File: src/rtl/stacker_pkg.sv
// Constants and types shared by the stacker's loader, box plotter and VGA top level.
package stacker_pkg;

  localparam int SCREEN_W = 160;
  localparam int SCREEN_H = 120;

  localparam logic [2:0] COLOUR_BLACK = 3'b000;

  typedef enum logic [1:0] {
    ST_IDLE,
    ST_ERASE,
    ST_DRAW,
    ST_DONE
  } plot_state_e;

endpackage

File: src/rtl/box_scan_counter.sv
// Raster counter over one box: dx runs fastest, dy steps when dx wraps.
module box_scan_counter #(
  parameter int BOX_W = 4,
  parameter int BOX_H = 4,
  localparam int DX_W = (BOX_W > 1) ? $clog2(BOX_W) : 1,
  localparam int DY_W = (BOX_H > 1) ? $clog2(BOX_H) : 1
) (
  input  logic            clk,
  input  logic            reset,
  input  logic            clr_i,
  input  logic            en_i,
  output logic [DX_W-1:0] dx_o,
  output logic [DY_W-1:0] dy_o,
  output logic            last_o
);

  localparam logic [DX_W-1:0] DX_MAX = DX_W'(BOX_W - 1);
  localparam logic [DY_W-1:0] DY_MAX = DY_W'(BOX_H - 1);
  localparam logic [DX_W-1:0] DX_ONE = DX_W'(1);
  localparam logic [DY_W-1:0] DY_ONE = DY_W'(1);

  logic [DX_W-1:0] dx_q;
  logic [DY_W-1:0] dy_q;
  logic            dx_last;
  logic            dy_last;

  assign dx_last = (dx_q == DX_MAX);
  assign dy_last = (dy_q == DY_MAX);

  // NOTE: sequential state uses non-blocking assignments so every register
  // samples the pre-edge value of its neighbours, regardless of statement order.
  always_ff @(posedge clk) begin
    if (!reset || clr_i) begin
      dx_q <= '0;
      dy_q <= '0;
    end else if (en_i) begin
      if (dx_last) begin
        dx_q <= '0;
        dy_q <= dy_last ? '0 : dy_q + DY_ONE;
      end else begin
        dx_q <= dx_q + DX_ONE;
      end
    end
  end

  assign dx_o   = dx_q;
  assign dy_o   = dy_q;
  assign last_o = dx_last && dy_last;

endmodule

File: src/rtl/box_plotter.sv
// Rasterises one box per request onto the VGA plot port, optionally
// blacking out the previously drawn box first. One pixel per clock.
module box_plotter #(
  parameter int BOX_W    = 4,
  parameter int BOX_H    = 4,
  parameter int SCREEN_W = stacker_pkg::SCREEN_W,
  parameter int SCREEN_H = stacker_pkg::SCREEN_H
) (
  input  logic       clk,
  input  logic       reset,
  input  logic       req,
  input  logic [7:0] x_in,
  input  logic [6:0] y_in,
  input  logic [2:0] colour_in,
  input  logic       erase_prev,
  output logic       ready,
  output logic [7:0] vga_x,
  output logic [6:0] vga_y,
  output logic [2:0] vga_colour,
  output logic       plot,
  output logic       done
);

  import stacker_pkg::*;

  localparam int DX_W = (BOX_W > 1) ? $clog2(BOX_W) : 1;
  localparam int DY_W = (BOX_H > 1) ? $clog2(BOX_H) : 1;

  plot_state_e state_q;

  logic [7:0] cur_x_q;
  logic [6:0] cur_y_q;
  logic [2:0] cur_col_q;
  logic [7:0] prev_x_q;
  logic [6:0] prev_y_q;
  logic       prev_valid_q;

  logic            accept;
  logic            scanning;
  logic            cnt_clr;
  logic            last;
  logic [DX_W-1:0] dx;
  logic [DY_W-1:0] dy;

  assign accept   = req && (state_q == ST_IDLE);
  assign scanning = (state_q == ST_ERASE) || (state_q == ST_DRAW);
  // Restart the raster on accept and again at the ERASE -> DRAW handover.
  assign cnt_clr  = accept || ((state_q == ST_ERASE) && last);

  box_scan_counter #(
    .BOX_W (BOX_W),
    .BOX_H (BOX_H)
  ) u_scan (
    .clk    (clk),
    .reset  (reset),
    .clr_i  (cnt_clr),
    .en_i   (scanning),
    .dx_o   (dx),
    .dy_o   (dy),
    .last_o (last)
  );

  // NOTE: only control state (FSM, prev_valid) is reset; the coordinate and
  // colour latches are always written before use, so they carry no reset.
  always_ff @(posedge clk) begin
    if (!reset) begin
      state_q      <= ST_IDLE;
      prev_valid_q <= 1'b0;
    end else begin
      case (state_q)
        ST_IDLE: begin
          if (req) begin
            cur_x_q   <= x_in;
            cur_y_q   <= y_in;
            cur_col_q <= colour_in;
            state_q   <= (erase_prev && prev_valid_q) ? ST_ERASE : ST_DRAW;
          end
        end
        ST_ERASE: begin
          if (last) state_q <= ST_DRAW;
        end
        ST_DRAW: begin
          if (last) begin
            prev_x_q     <= cur_x_q;
            prev_y_q     <= cur_y_q;
            prev_valid_q <= 1'b1;
            state_q      <= ST_DONE;
          end
        end
        ST_DONE: state_q <= ST_IDLE;
        default: state_q <= ST_IDLE;
      endcase
    end
  end

  logic [7:0] base_x;
  logic [6:0] base_y;
  logic [2:0] pix_col;
  logic [8:0] sx;
  logic [7:0] sy;
  logic       in_view;

  // NOTE: every always_comb output gets a default first so no path infers a latch.
  always_comb begin
    base_x  = cur_x_q;
    base_y  = cur_y_q;
    pix_col = cur_col_q;
    if (state_q == ST_ERASE) begin
      base_x  = prev_x_q;
      base_y  = prev_y_q;
      pix_col = COLOUR_BLACK;
    end
  end

  // One spare bit on each sum keeps off-screen pixels from aliasing back on.
  assign sx      = {1'b0, base_x} + 9'(dx);
  assign sy      = {1'b0, base_y} + 8'(dy);
  assign in_view = (sx < 9'(SCREEN_W)) && (sy < 8'(SCREEN_H));

  assign vga_x      = scanning ? sx[7:0] : 8'd0;
  assign vga_y      = scanning ? sy[6:0] : 7'd0;
  assign vga_colour = scanning ? pix_col : COLOUR_BLACK;
  assign plot       = scanning && in_view;
  assign done       = (state_q == ST_DONE);
  assign ready      = (state_q == ST_IDLE);

endmodule

File: config.mk
export PLATFORM = sky130hd
export DESIGN_NAME = box_plotter
export DESIGN_NICKNAME = d
export VERILOG_FILES = /design/src/rtl/stacker_pkg.sv /design/src/rtl/box_scan_counter.sv /design/src/rtl/box_plotter.sv
export SDC_FILE = /design/constraint.sdc
export NUM_CORES = 1
export LEC_CHECK = 0
export CAP_MARGIN = 15
export CORE_UTILIZATION = 56
export CTS_CLUSTER_DIAMETER = 40
export DETAILED_ROUTE_END_ITERATION = 8
export PLACE_DENSITY_LB_ADDON = 0.2
export SYNTH_ARGS = -nofsm -noshare
export SYNTH_HDL_FRONTEND = slang
export SYNTH_SLANG_ARGS = --single-unit
File: constraint.sdc
create_clock -name clk -period 6.23 [get_ports clk]
set_input_delay 1.246 -clock clk [delete_from_list [all_inputs] [get_ports clk]]
set_output_delay 1.246 -clock clk [all_outputs]
set_load 0.005 [all_outputs]
# Yosys cells after proc, flatten, opt, wreduce, memory -nomap -nowiden
# Index checks and enable logic that the tools add are counted.
op_classes:
  bitwise: 0
  shift: 0
  add_sub_neg: 4
  n_mul: 0
  reduce_logical: 16
  eq_ne: 8
  muxes: 13
  n_div: 0
  order_cmp: 2
ops:
  columns: ["op", "count"]
  rows:
  - ["8-bit 2-to-1 mux", 2]
  - ["7-bit 2-to-1 mux", 2]
  - ["2-bit 2-to-1 mux", 6]
  - ["8-bit by 2-bit adder with 9-bit output", 1]
  - ["9-bit by 8-bit < comparator with 1-bit output (second input constant)", 1]
  - ["3-bit AND reduction", 3]
  - ["7-bit by 2-bit adder with 8-bit output", 1]
  - ["2-bit equality test (second input constant)", 4]
  - ["8-bit by 7-bit < comparator with 1-bit output (second input constant)", 1]
  - ["2-bit one-hot mux with 4 select lines", 1]
  - ["1-bit logical AND", 6]
  - ["3-bit 2-to-1 mux", 2]
  - ["2-bit != test (second input constant)", 3]
  - ["2-bit by 1-bit adder with 2-bit output (second input constant)", 2]
  - ["2-bit AND reduction", 2]
  - ["1-bit logical OR", 3]
  - ["2-bit by 1-bit equality test with 1-bit output (second input constant)", 1]
  - ["2-bit zero test", 1]
  - ["1-bit zero test", 1]
totals:
  output_inout_bits: 21
  mem_count: 0
  reg_bits: 40
  latch_bits: 0
  wordCells: 52
  ram_bits: 0
  mem_bits_ro: 0

# Depth between registers and ports, before layout
# Gate-level depths: netlist (run 1).
logic_depth:
  depth_word: 6
  depth_mapped: 13
  depth_no_buf: 10

# Modules after synthesis
# Synthesis (run 1) repeated with hierarchy kept, for this count alone.
hier_totals:
  cells_unflattened: 175
  hier_area_um2: 2307.2
by_module_without_submodules:
  columns: ["module", "instances", "area_each_um2", "cells_each"]
  rows:
  - ["box_plotter", 1, 2105.8, 156]
  - ["box_scan_counter", 1, 201.4, 19]

# Worst setup path after synthesis (run 1)
# Ideal clock, no wire load.
synth_path:
  path_type: "register to output"
  from: "register state_q[1]"
  to: "output port plot"
  path_buffers: 3
  t_arrival_ps: 2719
  t_required_ps: 4984
  path_stages_with_launch: 14
  path_slack_ps: 2265
  path_cell_list: "dfxtp_1 inv_1 ha_1 buf_6 buf_8 buf_2 mux2_2 ha_1 fa_1 inv_1 nor4_4 a211oi_1 nor4b_2 nor4_2"
synth_between:
  elab_chain_len: 6
  word_cells_on_any_way: 11
  cone_classes: "2 x add/sub; 2 x order compare; 2 x eq/ne; 2 x mux; 3 x reduce/logical"
synth_lines:
  columns: ["item", "line", "source"]
  rows:
  - ["from (decl)", "box_plotter.sv:29", "plot_state_e state_q;"]
  - ["from (signal assigned)", "box_plotter.sv:76", "state_q <= (erase_prev && prev_valid_q) ? ST_ERASE : ST_DRAW;"]
  - ["2-bit by 1-bit equality test with 1-bit output", "box_plotter.sv:46, box_plotter.sv:108", null]
  - ["8-bit 2-to-1 mux / 7-bit 2-to-1 mux (equally long branches)", "box_plotter.sv:108", "if (state_q == ST_ERASE) begin"]
  - ["8-bit by 2-bit adder with 9-bit output / 7-bit by 2-bit adder with 8-bit output (equally long branches)", "box_plotter.sv:116, box_plotter.sv:117", null]
  - ["9-bit by 8-bit < comparator with 1-bit output / 8-bit by 7-bit < comparator with 1-bit output (equally long branches)", "box_plotter.sv:118", "assign in_view = (sx < 9'(SCREEN_W)) && (sy < 8'(SCREEN_H));"]
  - ["1-bit logical AND", "box_plotter.sv:118", null]
  - ["1-bit logical AND (*)", "box_plotter.sv:123", "assign plot = scanning && in_view;"]
  - ["to (decl)", "box_plotter.sv:20", "output logic plot,"]
# Mark *: on every way between the ends. The rest lies on a longest branch, timed or not.

# Worst setup path in the final report (run 1)
# Ends and elaborated chain as after synthesis.

==> impl_metrics.env, run 1 <==
export IMPL_path_max_fanout=14
export IMPL_ios=43
export IMPL_root_buffer="clkbuf_8"
export IMPL_grt_antenna_before_repair=0
export IMPL_fmax_mhz=188
export IMPL_hp_class="flop to flop"
export IMPL_postSynthCellCount=176
export IMPL_die_y_um=65.5
export IMPL_wl_mm=4.48
export IMPL_r2r_slack_ns=4.03
export IMPL_finalNetCount=256
export IMPL_crit_arrival_ns=4.09
export IMPL_yosysTopAreaCellShare=0.438
export IMPL_yosysWarnings=0
export IMPL_ys_types=45
export IMPL_drt_iter0_markers=118
export IMPL_cts_htree_levels=2
export IMPL_crit_required_ns=4.98
export IMPL_syn_avg_cell_area_um2=12.8
export IMPL_routedWlPerCell_um=16.7
export IMPL_crit_start="state_q[1]"
export IMPL_r2r_cells=8
export IMPL_yosysTopAreaCell="edfxtp_1"
export IMPL_finalClockSkew_ns=0.00704
export IMPL_placed_area_mm2=0.00271
export IMPL_fin_tns_setup_ns=0
export IMPL_min_from="cur_y_q[1]"
export IMPL_status="completed"
export IMPL_drc=0
export IMPL_vias_per_cell=5.69
export IMPL_grt_pass1_vias=1599
export IMPL_period_minus_slack_ns=5.33
export IMPL_tightest_slew_ns=0.895
export IMPL_power_density_mw_per_mm2=387
export IMPL_synth_main_ff_cell="edfxtp_1"
export IMPL_synthTopCellsByArea="edfxtp_1 (44%), dfxtp_1 (6.2%), ha_1 (6.1%)"
export IMPL_postCtsSetupRepairBufs=0
export IMPL_total_power_mw=1.08
export IMPL_r2r_start="state_q[1]"
export IMPL_vias=1530
export IMPL_critPathCaptureType="output pin"
export IMPL_synth_seq_cells=40
export IMPL_cts_tree="yes"
export IMPL_critical_path_class="flop to output pin"
export IMPL_dr_pass1_iters=4
export IMPL_clock_latency_ns=0.30
export IMPL_cts_hold_buf=0
export IMPL_leakagePower_nw=0.984
export IMPL_yosysMostFrequentCell="edfxtp_1"
export IMPL_gr_total_overflow=0
export IMPL_coreArea_mm2=0.00377
export IMPL_setup_violations=0
export IMPL_synthTopCellsByCount="edfxtp_1 (33), nor2_1 (17), ha_1 (11)"
export IMPL_dp_cells=262
export IMPL_numCtsBuffers=5
export IMPL_cap_viol_max_count=0
export IMPL_rsz0062_at_grt="false"
export IMPL_grt_pass1_wl_mm=7.31
export IMPL_clkSlewWorstSetupHoldPaths_ns=0.08
export IMPL_r2r_end="state_q[1]"
export IMPL_cts_resized=0
export IMPL_portBuffers=42
export IMPL_grtUsageTotal=0.237
export IMPL_ant_nets=0
export IMPL_place_gp_congestion=0.854
export IMPL_maxSlewViolCount=0
export IMPL_synth_async_sr_flop_share=0
export IMPL_final_hold_violation_count=0
export IMPL_finalNonFillerCells=269
export IMPL_ir_worst_vdd_v=0.000205
export IMPL_final_util=0.740
export IMPL_synth_nets=211
export IMPL_relSlewSlack=0.404
export IMPL_start_util=0.600
export IMPL_drive_gt1_frac=0.136
export IMPL_grt_max_degree=19
export IMPL_syn2layout_area_growth_pct=23.5
export IMPL_critPathCapture="plot"
export IMPL_place_hpwl_mm=3.36
export IMPL_fin_area_mm2=0.00279
export IMPL_row_count=22
export IMPL_die_area_mm2=0.00430
export IMPL_die_x_um=65.5
export IMPL_period_share=0.856
export IMPL_ys_seq_area_frac=0.500
export IMPL_critPathLaunchType="flop"
export IMPL_synth_area_mm2=0.00226
export IMPL_clock_sinks=40
export IMPL_synth_edff_count=33
export IMPL_diodes=0
export IMPL_clockBufferDepth=2
[metrics by stage]
stage,setup WS [ns],hold WS (ns)
6_report,0.899,0.466
3_5_place_dp,1.23,0.438
2_1_floorplan,2.26,0.422
3_3_place_gp,1.46,0.440
5_1_grt,0.719,0.482
4_1_cts,0.893,0.470
[critical path: stages (launching register included)]
cell and delay, ns:
dfxtp_1 0.34, inv_1 0.12, ha_1 0.68, buf_4 0.37, mux2_2 0.37, ha_1 0.27
a21oi_1 0.32, a211oi_1 0.14, nor2b_1 0.23, a211oi_1 0.09, nor4_2 0.30, clkdlybuf4s50_1 0.55
[final cells by class]
type	count	area, um2
tap	48	60.1
clock buffer	5	68.8
sequential	40	1130
fill	237	980
clock inverter	2	12.5
timing repair buffer	43	428
multi-input combinational	123	1060
inverter	8	30.0
[placed cells by master (no fill, tap or decap), types with 2 or more instances in the layout]
master,netlist,routed
xnor2_1,7,7
a211oi_1,4,4
mux2i_4,3,3
nor2_1,17,17
dfxtp_1,7,7
nor3_1,4,4
o21ai_0,2,2
mux2_2,6,6
nand2b_1,2,2
ha_1,11,11
xor2_1,2,2
a21oi_1,6,6
and3_1,2,2
nand2_1,10,10
mux2i_1,6,6
clkdlybuf4s50_1,0,42
edfxtp_1,33,33
o211a_1,2,2
and2_1,8,8
a2111oi_4,2,2
nand3_1,8,8
inv_1,8,8
fa_1,2,2
clkbuf_8,0,5
[flip-flops by register name, summed over array words and instances (netlist names)]
signal / flops
cur_x_q: 8
u_scan.dx_o: 2
prev_valid_q: 1
cur_y_q: 7
prev_x_q: 8
cur_col_q: 3
prev_y_q: 7
state_q: 2
u_scan.dy_o: 2
[worst min-delay path by stage]
stage	end	slack (ns)	depth (start not counted)
CTS	prev_y_q[1]	0.47	0
finish	prev_y_q[1]	0.47	0
detailed placement	prev_y_q[1]	0.44	0
floorplan	prev_x_q[0]	0.42	0
global placement	prev_x_q[0]	0.44	0
global route	prev_y_q[1]	0.48	0
[report_power, final]
group	internal, mW	switching (mW)
clock	0.0758	0.0905
combinational	0.297	0.271
sequential	0.322	0.0237
[layer usage]
layer / wire (um) / GRT usage / vias up
met4: 126 / 0.109 / 0
met2: 2330 / 0.418 / 51
met1: 1800 / 0.260 / 737
met5: 0 / 0 / -
met3: 225 / 0.0694 / 14
li1: - / - / 728
[cells by family (layout without fill, tap and decap cells)]
kind of cell,after synthesis,after routing,share of synthesized area
AND/OR/NAND/NOR,62,62,0.169
flip-flops,40,40,0.500
AO/OA/AOI/OAI,22,22,0.0874
multiplexers,17,17,0.0991
adder cells (fa/ha/maj),13,13,0.0786
buffers and inverters,13,58,0.0304
XOR/XNOR,9,9,0.0349
(Power assumes the default switching activity.)
==> run 2, diff against run 1 <==
--- a/config.mk
+++ b/config.mk
@@ -6,6 +6,7 @@
 export NUM_CORES = 1
 export LEC_CHECK = 0
 export CAP_MARGIN = 15
+export CORE_MARGIN = 2
 export CORE_UTILIZATION = 56
 export CTS_CLUSTER_DIAMETER = 40
 export DETAILED_ROUTE_END_ITERATION = 8
==> impl_metrics.env, run 2 (synthesis gave the netlist of run 1 again) <==
export IMPL_status="completed"
export IMPL_finalClockSkew_ns=0.00828
export IMPL_clockBufferDepth=2
export IMPL_grtUsageTotal=0.216
export IMPL_hp_class="flop to flop"
export IMPL_critPathCaptureType="output pin"
export IMPL_final_hold_violation_count=0
export IMPL_place_hpwl_mm=3.29
export IMPL_critical_path_class="flop to output pin"
export IMPL_root_buffer="clkbuf_8"
export IMPL_syn2layout_area_growth_pct=23.6
export IMPL_coreArea_mm2=0.00394
export IMPL_fmax_mhz=207
export IMPL_cap_viol_max_count=0
export IMPL_clkSlewWorstSetupHoldPaths_ns=0.07
export IMPL_met1_usage=0.248
export IMPL_postCtsSetupRepairBufs=0
export IMPL_dr_pass1_iters=4
export IMPL_start_util=0.573
export IMPL_ir_worst_vdd_v=0.000210
export IMPL_max_stage_delay_ns=0.54
export IMPL_die_area_mm2=0.00456
export IMPL_cts_tree="yes"
export IMPL_relSlewSlack=0.410
export IMPL_cts_hold_buf=0
export IMPL_crit_chain="inv_1 > ha_1 > buf_4 > mux2_2 > ha_1 > fa_1 > inv_1 > nor4_4 > a211oi_1 > nor4b_2 > nor4_2 > clkdlybuf4s50_1"
export IMPL_tightest_slew_ns=0.885
export IMPL_wl_mm=4.37
export IMPL_layout_common_cells="clkdlybuf4s50_1 (42), edfxtp_1 (33), nor2_1 (17)"
export IMPL_vias=1497
export IMPL_maxSlewViolCount=0
export IMPL_grt_max_degree=27
export IMPL_setup_violations=0
export IMPL_die_x_um=67.5
export IMPL_drc=0
export IMPL_clock_latency_ns=0.29
export IMPL_use_met2=0.375
export IMPL_place_gp_congestion=0.832
export IMPL_power_density_mw_per_mm2=382
export IMPL_row_count=23
export IMPL_use_met3=0.0517
export IMPL_n_fill_cell=251
export IMPL_total_power_mw=1.07
export IMPL_path_max_fanout=26
export IMPL_grt_pass1_vias=1631
export IMPL_leakagePower_nw=0.989
export IMPL_ios=43
export IMPL_crit_required_ns=4.98
export IMPL_drt_iter0_markers=95
export IMPL_finalNetCount=256
export IMPL_vias_per_cell=5.50
export IMPL_fin_tns_setup_ns=0
export IMPL_grt_pass1_wl_mm=7.24
export IMPL_ant_nets=0
export IMPL_clock_sinks=40
export IMPL_period_share=0.776
export IMPL_cp_slowest_cell="clkdlybuf4s50_1"
export IMPL_gr_total_overflow=0
export IMPL_routedWlPerCell_um=16.1
export IMPL_crit_arrival_ns=3.59
export IMPL_busiest_layer="met2"
export IMPL_cts_htree_levels=2
export IMPL_diodes=0
export IMPL_numCtsBuffers=5
export IMPL_rsz0062_at_grt="false"
export IMPL_die_y_um=67.5
export IMPL_final_util=0.709
export IMPL_period_minus_slack_ns=4.83
export IMPL_grt_antenna_before_repair=0
export IMPL_final_common_cell="clkdlybuf4s50_1"
export IMPL_portBuffers=42
export IMPL_critPathLaunchType="flop"
export IMPL_drive_gt1_frac=0.135
export IMPL_cts_resized=0
export IMPL_reg_largest_list="cur_x_q x8, prev_x_q x8"
-- run 2: path summary, 6_finish.rpt --
path | start | endpoint | slack [ns] | cells after the start
max | state_q[1] | plot | 1.40 | 12
min | cur_x_q[0] | prev_x_q[0] | 0.44 | 0
max reg2reg | state_q[1] | cur_x_q[4] | 4.39 | 3
min reg2reg | cur_x_q[0] | prev_x_q[0] | 0.44 | 0
-- run 2: power breakdown --
group          internal [mW]  total [mW]  switching, mW
registers              0.322       0.344         0.0219
clock network         0.0759       0.162         0.0859
logic                  0.295       0.563          0.268
-- run 2: critical path, delay by kind of cell, from the launching register on --
family          cells  cell delay [ns]
fa+ha+maj           3             0.78
simple gates        3             0.32
mux                 1             0.38
compound gates      1             0.28
buf+inv             4             1.18
flops               1             0.33
-- run 2: cell type report --
cell class	count	area, um2	share of cell area
Multi-Input combinational cell	123	1060	0.380
Tap cell	50	62.6	0.0224
Timing Repair Buffer	43	428	0.153
Clock buffer	5	68.8	0.0246
Clock inverter	3	13.8	0.00492
Inverter	8	30.0	0.0107
Sequential cell	40	1130	0.405
-- run 2: routing by layer --
metal	vias up	routed length, um
li1	729	-
met1	709	1810
met2	43	2280
met3	16	139
met4	0	135
met5	-	0
-- run 2: per-stage QoR --
stage	area (um2)	instances	hold WS (ns)	worst slack, ns
2_1_floorplan	2260	176	0.422	2.26
3_3_place_gp	2710	264	0.440	1.78
3_5_place_dp	2710	264	0.432	1.67
4_1_cts	2800	272	0.445	1.34
5_1_grt	2800	272	0.457	1.15
6_report	2800	272	0.437	1.40
